**src/rtl/dsp48a1_slice_pkg.sv**
```systemverilog
// Shared constants for the DSP48A1 slice: OPMODE bit positions, X/Z mux encodings, datapath widths.
package dsp48a1_pkg;

  localparam int A_W = 18;
  localparam int M_W = 36;
  localparam int P_W = 48;

  localparam int PREADD_EN  = 4;
  localparam int CIN_BIT    = 5;
  localparam int PREADD_SUB = 6;
  localparam int POST_SUB   = 7;

  localparam logic [1:0] X_ZERO = 2'd0;
  localparam logic [1:0] X_M    = 2'd1;
  localparam logic [1:0] X_P    = 2'd2;
  localparam logic [1:0] X_DAB  = 2'd3;

  localparam logic [1:0] Z_ZERO = 2'd0;
  localparam logic [1:0] Z_PCIN = 2'd1;
  localparam logic [1:0] Z_P    = 2'd2;
  localparam logic [1:0] Z_C    = 2'd3;

endpackage

```
**src/rtl/dsp48a1_slice_stage_reg.sv**
```systemverilog
// One optional pipeline stage: clock-enabled register with async active-low clear, or a plain wire.
module dsp_stage_reg #(
  parameter int WIDTH  = 18,
  parameter int EN_REG = 1
) (
  input  logic             i_clk,
  input  logic             i_rst_n,
  input  logic             i_ce,
  input  logic [WIDTH-1:0] i_d,
  output logic [WIDTH-1:0] o_q
);

  generate
    if (EN_REG == 1) begin : g_reg
      logic [WIDTH-1:0] r_q;
      always_ff @(posedge i_clk or negedge i_rst_n) begin
        if (!i_rst_n)  r_q <= '0;
        else if (i_ce) r_q <= i_d;
      end
      assign o_q = r_q;
    end else begin : g_bypass
      logic w_unused;
      assign w_unused = ^{i_clk, i_rst_n, i_ce};
      assign o_q      = i_d;
    end
  endgenerate

endmodule

```
**src/rtl/dsp48a1_slice.sv**
```systemverilog
// Spartan-6 DSP48A1-equivalent slice: D+/-B pre-adder, 18x18 multiplier, 48-bit post-adder.
// Define DSP48A1_SLICE_PARAM_CHECK_EN to reject illegal parameter sets at elaboration.
module dsp48a1_slice
  import dsp48a1_pkg::*;
#(
  parameter int    A0REG       = 0,
  parameter int    A1REG       = 1,
  parameter int    B0REG       = 0,
  parameter int    B1REG       = 1,
  parameter int    CREG        = 1,
  parameter int    DREG        = 1,
  parameter int    MREG        = 1,
  parameter int    PREG        = 1,
  parameter int    CARRYINREG  = 1,
  parameter int    CARRYOUTREG = 1,
  parameter int    OPMODEREG   = 1,
  parameter string CARRYINSEL  = "OPMODE5",
  parameter string B_INPUT     = "DIRECT"
) (
  input  logic              i_clk,
  input  logic              i_rst_n,
  input  logic [A_W-1:0]    i_a,
  input  logic [A_W-1:0]    i_b,
  input  logic [A_W-1:0]    i_bcin,
  input  logic [P_W-1:0]    i_c,
  input  logic [A_W-1:0]    i_d,
  input  logic [P_W-1:0]    i_pcin,
  input  logic              i_carryin,
  input  logic [7:0]        i_opmode,
  input  logic              i_cea,
  input  logic              i_ceb,
  input  logic              i_cec,
  input  logic              i_ced,
  input  logic              i_cecarryin,
  input  logic              i_cem,
  input  logic              i_ceopmode,
  input  logic              i_cep,
  output logic [A_W-1:0]    o_bcout,
  output logic [M_W-1:0]    o_m,
  output logic [P_W-1:0]    o_p,
  output logic [P_W-1:0]    o_pcout,
  output logic              o_carryout,
  output logic              o_carryoutf
);

  localparam bit LP_B_CASCADE = (B_INPUT == "CASCADE");
  localparam bit LP_CIN_PORT  = (CARRYINSEL == "CARRYIN");

`ifdef DSP48A1_SLICE_PARAM_CHECK_EN
  localparam bit LP_BAD_REG =
    (A0REG > 1) || (A0REG < 0) || (A1REG > 1) || (A1REG < 0) ||
    (B0REG > 1) || (B0REG < 0) || (B1REG > 1) || (B1REG < 0) ||
    (CREG > 1) || (CREG < 0) || (DREG > 1) || (DREG < 0) ||
    (MREG > 1) || (MREG < 0) || (PREG > 1) || (PREG < 0) ||
    (CARRYINREG > 1) || (CARRYINREG < 0) || (CARRYOUTREG > 1) || (CARRYOUTREG < 0) ||
    (OPMODEREG > 1) || (OPMODEREG < 0);
  generate
    if (LP_BAD_REG) begin : g_bad_reg
      $fatal(1, "dsp48a1_slice: register parameters must be 0 or 1");
    end
    if (!(CARRYINSEL == "OPMODE5" || CARRYINSEL == "CARRYIN")) begin : g_bad_cinsel
      $fatal(1, "dsp48a1_slice: CARRYINSEL must be OPMODE5 or CARRYIN");
    end
    if (!(B_INPUT == "DIRECT" || B_INPUT == "CASCADE")) begin : g_bad_binput
      $fatal(1, "dsp48a1_slice: B_INPUT must be DIRECT or CASCADE");
    end
    if (PREG == 0 && OPMODEREG == 0) begin : g_bad_loop
      $fatal(1, "dsp48a1_slice: PREG=0 with OPMODEREG=0 is not allowed");
    end
  endgenerate
`endif

  logic [A_W-1:0] w_b_src, w_b0, w_a0, w_a1, w_d, w_preadd, w_b1;
  logic [P_W-1:0] w_c, w_p, w_x, w_z;
  logic [M_W-1:0] w_mult, w_m;
  logic [7:0]     w_op;
  logic           w_cin_src, w_cin, w_co;
  logic [P_W:0]   w_post;

  assign w_b_src = LP_B_CASCADE ? i_bcin : i_b;

  dsp_stage_reg #(.WIDTH(A_W), .EN_REG(B0REG)) u_b0 (
    .i_clk(i_clk), .i_rst_n(i_rst_n), .i_ce(i_ceb), .i_d(w_b_src), .o_q(w_b0));
  dsp_stage_reg #(.WIDTH(A_W), .EN_REG(A0REG)) u_a0 (
    .i_clk(i_clk), .i_rst_n(i_rst_n), .i_ce(i_cea), .i_d(i_a), .o_q(w_a0));
  dsp_stage_reg #(.WIDTH(A_W), .EN_REG(DREG)) u_d (
    .i_clk(i_clk), .i_rst_n(i_rst_n), .i_ce(i_ced), .i_d(i_d), .o_q(w_d));
  dsp_stage_reg #(.WIDTH(P_W), .EN_REG(CREG)) u_c (
    .i_clk(i_clk), .i_rst_n(i_rst_n), .i_ce(i_cec), .i_d(i_c), .o_q(w_c));
  dsp_stage_reg #(.WIDTH(8), .EN_REG(OPMODEREG)) u_op (
    .i_clk(i_clk), .i_rst_n(i_rst_n), .i_ce(i_ceopmode), .i_d(i_opmode), .o_q(w_op));

  assign w_preadd = !w_op[PREADD_EN]  ? w_b0 :
                    w_op[PREADD_SUB] ? (w_d - w_b0) : (w_d + w_b0);

  dsp_stage_reg #(.WIDTH(A_W), .EN_REG(B1REG)) u_b1 (
    .i_clk(i_clk), .i_rst_n(i_rst_n), .i_ce(i_ceb), .i_d(w_preadd), .o_q(w_b1));
  dsp_stage_reg #(.WIDTH(A_W), .EN_REG(A1REG)) u_a1 (
    .i_clk(i_clk), .i_rst_n(i_rst_n), .i_ce(i_cea), .i_d(w_a0), .o_q(w_a1));

  assign w_mult = M_W'(w_b1) * M_W'(w_a1);

  dsp_stage_reg #(.WIDTH(M_W), .EN_REG(MREG)) u_m (
    .i_clk(i_clk), .i_rst_n(i_rst_n), .i_ce(i_cem), .i_d(w_mult), .o_q(w_m));

  always_comb begin
    w_x = '0;
    case (w_op[1:0])
      X_M:     w_x = P_W'(w_m);
      X_P:     w_x = w_p;
      X_DAB:   w_x = {w_d[11:0], w_a1, w_b1};
      default: w_x = '0;
    endcase
  end

  always_comb begin
    w_z = '0;
    case (w_op[3:2])
      Z_PCIN:  w_z = i_pcin;
      Z_P:     w_z = w_p;
      Z_C:     w_z = w_c;
      default: w_z = '0;
    endcase
  end

  assign w_cin_src = LP_CIN_PORT ? i_carryin : w_op[CIN_BIT];

  dsp_stage_reg #(.WIDTH(1), .EN_REG(CARRYINREG)) u_cin (
    .i_clk(i_clk), .i_rst_n(i_rst_n), .i_ce(i_cecarryin), .i_d(w_cin_src), .o_q(w_cin));

  // Bit 48 is the carry on add and the borrow on subtract.
  assign w_post = w_op[POST_SUB] ?
                  ({1'b0, w_z} - ({1'b0, w_x} + {{P_W{1'b0}}, w_cin})) :
                  ({1'b0, w_z} + {1'b0, w_x} + {{P_W{1'b0}}, w_cin});

  dsp_stage_reg #(.WIDTH(P_W), .EN_REG(PREG)) u_p (
    .i_clk(i_clk), .i_rst_n(i_rst_n), .i_ce(i_cep), .i_d(w_post[P_W-1:0]), .o_q(w_p));
  dsp_stage_reg #(.WIDTH(1), .EN_REG(CARRYOUTREG)) u_co (
    .i_clk(i_clk), .i_rst_n(i_rst_n), .i_ce(i_cep), .i_d(w_post[P_W]), .o_q(w_co));

  assign o_bcout     = w_b1;
  assign o_m         = w_m;
  assign o_p         = w_p;
  assign o_pcout     = w_p;
  assign o_carryout  = w_co;
  assign o_carryoutf = w_co;

endmodule

```
**config.mk**
```make
export PLATFORM = sky130hd
export DESIGN_NAME = dsp48a1_slice
export DESIGN_NICKNAME = d
export VERILOG_FILES = /design/src/rtl/dsp48a1_slice_pkg.sv /design/src/rtl/dsp48a1_slice_stage_reg.sv /design/src/rtl/dsp48a1_slice.sv
export SDC_FILE = /design/constraint.sdc
export NUM_CORES = 2
export LEC_CHECK = 0
export CAP_MARGIN = 15
export CORE_MARGIN = 4
export CORE_UTILIZATION = 38
export DETAILED_ROUTE_END_ITERATION = 7
export DONT_BUFFER_PORTS = 1
export HOLD_SLACK_MARGIN = 0.15
export PLACE_DENSITY_LB_ADDON = 0.08
export SLEW_MARGIN = 40
export SYNTH_ARGS = -nofsm -noshare
export SYNTH_HDL_FRONTEND = slang
export SYNTH_HIERARCHICAL = 1
export SYNTH_SLANG_ARGS = --single-unit
```
**constraint.sdc**
```tcl
create_clock -name i_clk -period 7.8 [get_ports i_clk]
set_input_delay 0.39 -clock i_clk [delete_from_list [all_inputs] [get_ports i_clk]]
set_output_delay 0.39 -clock i_clk [all_outputs]
set_load 0.05 [all_outputs]
```
==> metrics.log <==
[metrics] result of the run: finished clean
[metrics] number of synthesized flops with an enable pin: 0
[metrics] library cell appearing most often on the critical path: sky130_fd_sc_hd__fa_1
[metrics] max incr delay on CP: 0.75 ns
[metrics] critical path type: reg2reg
[metrics] critical path, cell by cell: nand2_1 -> fa_1 -> fa_1 -> fa_1 -> fa_1 -> inv_1 -> fa_1 -> inv_1 -> fa_1 -> inv_1 -> ha_1 -> a21oi_1 -> a21boi_0 -> a41o_1 -> a211o_1 -> nand3_1 -> a31oi_1 -> o31ai_1 -> o31ai_1 -> o41ai_1 -> xnor2_1 -> mux2_2
[metrics] hold path depth: 2
[metrics] total of flip-flops plus latches after synthesis: 196
[metrics] largest net degree at the start of global routing: 197
[metrics] total core area: 74820 µm²
[metrics] overall via count from detail_route: 22400
[metrics] largest family of logic cells by synthesized area: adder cells
[metrics] Post-Synth Simple-Gate Area: 12.37%
[metrics] Final ANT Viol Nets: 0
[metrics] level count of the clock H-tree: 4
[metrics] number of design-rule violations left by the first detailed-router iteration: 1226
[metrics] largest fanout on the critical path: 13
[metrics] post-CTS setup buffers: 0
[metrics] Remaining DRCs: 0
[metrics] Max Fclk: 136.7 MHz
[metrics] slowest stage cell, crit path: sky130_fd_sc_hd__dfrtp_1
[metrics] GR Util All Layers: 24.61%
[metrics] final net count: 3877
[metrics] Worst-path clk slew: 0.10 ns
[metrics] number of antenna violations at the first check in global routing: 2
[metrics] number of max-slew violations in the final report: 0
[metrics] unique cell type count in the Yosys netlist: 89
[metrics] quantity of I/O buffers inserted on ports: 0
[metrics] Synth Area in XOR/XNOR: 4.227%
[metrics] first-pass GRT wire length: 151500 µm
[metrics] cell count of the worst reg-to-reg path: 22
[metrics] antenna cell count: 0
[metrics] Tmin final: 7.317 ns
[metrics] proportion of synthesized flip-flops having asynchronous set or reset: 100.0%
[metrics] setup TNS after final layout: 0 ns
[metrics] startpoint types: flip-flop
[metrics] setup repair after global routing missed its margin: false
[metrics] CP Launch Point: u_a1/o_q[3]
[metrics] worst slew pin tran: 0.8227 ns
[metrics] sequential cell area fraction in the yosys report: 17.03%
[metrics] per-cell routed wire length: 23.94 µm
[metrics] TritonCTS buffer count: 17
[metrics] Post-Syn Area per Cell: 9.281 µm²
[metrics] TritonCTS sink count: 196
[metrics] number of inserted filler cells in the final layout: 7302
[metrics] worst hold path class: in2reg
[metrics] Max Clock Skew: 0.02091 ns
[metrics] final setup vio count: 0
[metrics] die width: 283.3 µm
[metrics] worst r2r src: u_a1/o_q[3]
[metrics] number of top-level pins: 339
[metrics] HPWL after DPL: 77630 µm
[metrics] total iterations of the first detailed-routing run: 5
[metrics] cells after synthesis: 3103
[metrics] final global-route overflow total: 0
[metrics] normalized max-slew margin: 44.57%
[metrics] share of cell area taken by muxes after synthesis: 13.80%
[metrics] adder and majority cell fraction of the synthesized area: 29.74%
[metrics] yosys warns: 6
[metrics] Max clock buf depth: 2
[metrics] clock tree root driver cell: sky130_fd_sc_hd__clkbuf_16
[metrics] minimum setup slack among reg-to-reg paths: 0.48 ns
[metrics] average vias per placed instance: 5.405
[metrics] share of final-layout standard cells stronger than drive strength 1: 14.83%
[metrics] initial core utilization: 38.49%
[metrics] Worst R2R End: u_m/o_q[33]
[metrics] total of max-cap violations: 0
[metrics] synthesis-to-layout area growth: 11.18%
[metrics] Compound-Gate Fraction of Synth Area: 12.41%
[metrics] Worst-Skew Late Latency: 0.52 ns
[metrics] Die Area: 80250 µm²
[metrics] routed wire length: 99230 µm
[metrics] worst min-delay path endpoint: u_b1/o_q[17]
[metrics] die height: 283.3 µm
[metrics] Worst Path Required: 8.20 ns
[metrics] netlist area before placement: 28800 µm²
[metrics] data arrival at the endpoint of the critical path: 7.72 ns
[metrics] number of nets in the synthesized netlist: 3818
[metrics] CP Capture Type: flip-flop
[metrics] routability congestion estimate from global placement: 0.8661
[metrics] # rows: 100
[metrics] flip-flop cell with the highest count after synthesis: sky130_fd_sc_hd__dfrtp_1
[metrics] Final Hold Violating Endpoints: 0
[metrics] min-delay src: i_b[17]
[metrics] TritonCTS clock tree: built
[metrics] share of the cycle needed by the critical path after routing: 93.80%
[metrics] number of global-route vias before repair: 23720
==> critical path: cells and delay by family, from the launching register on <==
family          cells  cell delay (ns)
buf+inv             3             0.15
simple gates        2             0.29
flops               1             0.75
compound gates      8             2.13
xor+xnor            1             0.12
mux                 1             0.27
fa+ha+maj           7             3.48
==> state kept, by name, summed over array words and instances (netlist names), 8 cells and up <==
name and flops:
u_a1/o_q 18, u_b1/o_q 18, u_c/o_q 48, u_d/o_q 18, u_m/o_q 36, u_op/o_q 8, u_p/o_q 48
==> what timing repair did <==
action	4_1_cts	5_1_grt
setup endpoints to repair	0	0
hold buffers	203	0
gates resized for setup	0	0
endpoints found under the hold margin	392	0
==> through the flow <==
step / util (%) / hold slack, ns / std cells / setup WS [ns] / area (µm²)
2_1_floorplan: - / 0.09441 / 3103 / 0.9076 / 28800
3_3_place_gp: 38.97 / 0.1041 / 3907 / 0.6060 / 29160
3_5_place_dp: 39.04 / 0.1046 / 3907 / 0.5514 / 29210
4_1_cts: 42.70 / 0.1565 / 4142 / 0.4852 / 31950
5_1_grt: 42.79 / 0.1680 / 4144 / 0.1608 / 32020
6_report: 42.79 / 0.1887 / 4144 / 0.4832 / 32020
==> how the worst max path moves through the flow <==
stage	end	slack, ns	depth (start not counted)
after detailed placement	u_m/o_q[33]	0.55	22
final	u_m/o_q[33]	0.48	22
after global placement	u_m/o_q[33]	0.61	22
after global routing	u_m/o_q[33]	0.16	22
after floorplan	u_m/o_q[33]	0.91	24
after CTS	u_m/o_q[33]	0.49	22
==> Yosys cell counts (all sizes together) (15+ instances only) <==
cell    count  area share [%]
xor2       45             1.4
o21ai     100             1.8
a21oi     127             2.2
ha        267              12
nor3       19            0.33
mux2i      25            0.87
a22oi      18            0.47
inv       436             5.7
and2      148             3.2
nor2      119             1.6
dfrtp     196              17
a22o       64             1.9
nand2     291             3.8
xnor2      94             2.9
a31oi      16            0.35
o21bai     19            0.50
nand2b     21            0.46
a211oi     21            0.61
fa        261              18
nor2b      32            0.70
and3       17            0.37
o21a       15            0.39
buf       118             3.3
clkbuf    111             1.4
nand3      32            0.56
a21o       57             1.5
mux2      294              13
==> metal layers <==
layer	up-vias	part of all wire (%)	global-route usage, %
met5	-	0.018	0
met4	2	1.8	5.142
met3	70	5.6	5.032
met2	534	48	41.44
met1	11490	45	32.85
li1	10300	-	-
==> cells in the final DEF, fill, tap and decap left out, drive strengths merged, types with 94 or more instances in the layout <==
cell type,instances
o21ai,100
inv,444
xnor2,94
ha,267
dfrtp,196
mux2,294
nand2,291
a21oi,127
nor2,119
fa,261
and2,148
dlygate4sd3,199
==> cell families (layout without fill, tap and decap cells) <==
family          after synthesis  after routing
simple gates                738            738
flops                       196            196
mux                         319            319
fa+ha+maj                   528            528
xor+xnor                    139            139
compound gates              518            518
buf+inv                     665            737
==> final cells by class <==
class                      instances  area, µm²  area share (%)
sequential                       196       4961           15.49
inverter                         436       1637           5.111
timing repair buffer             269       2631           8.218
tap                              969       1212           3.787
clock inverter                    15      232.7          0.7268
multi-input combinational       2242      20920           65.33
clock buffer                      17      425.4           1.329
Power is left out: the tool's default activity adds up to more than one toggle a clock period on the data nets, which glitch-free logic cannot reach.
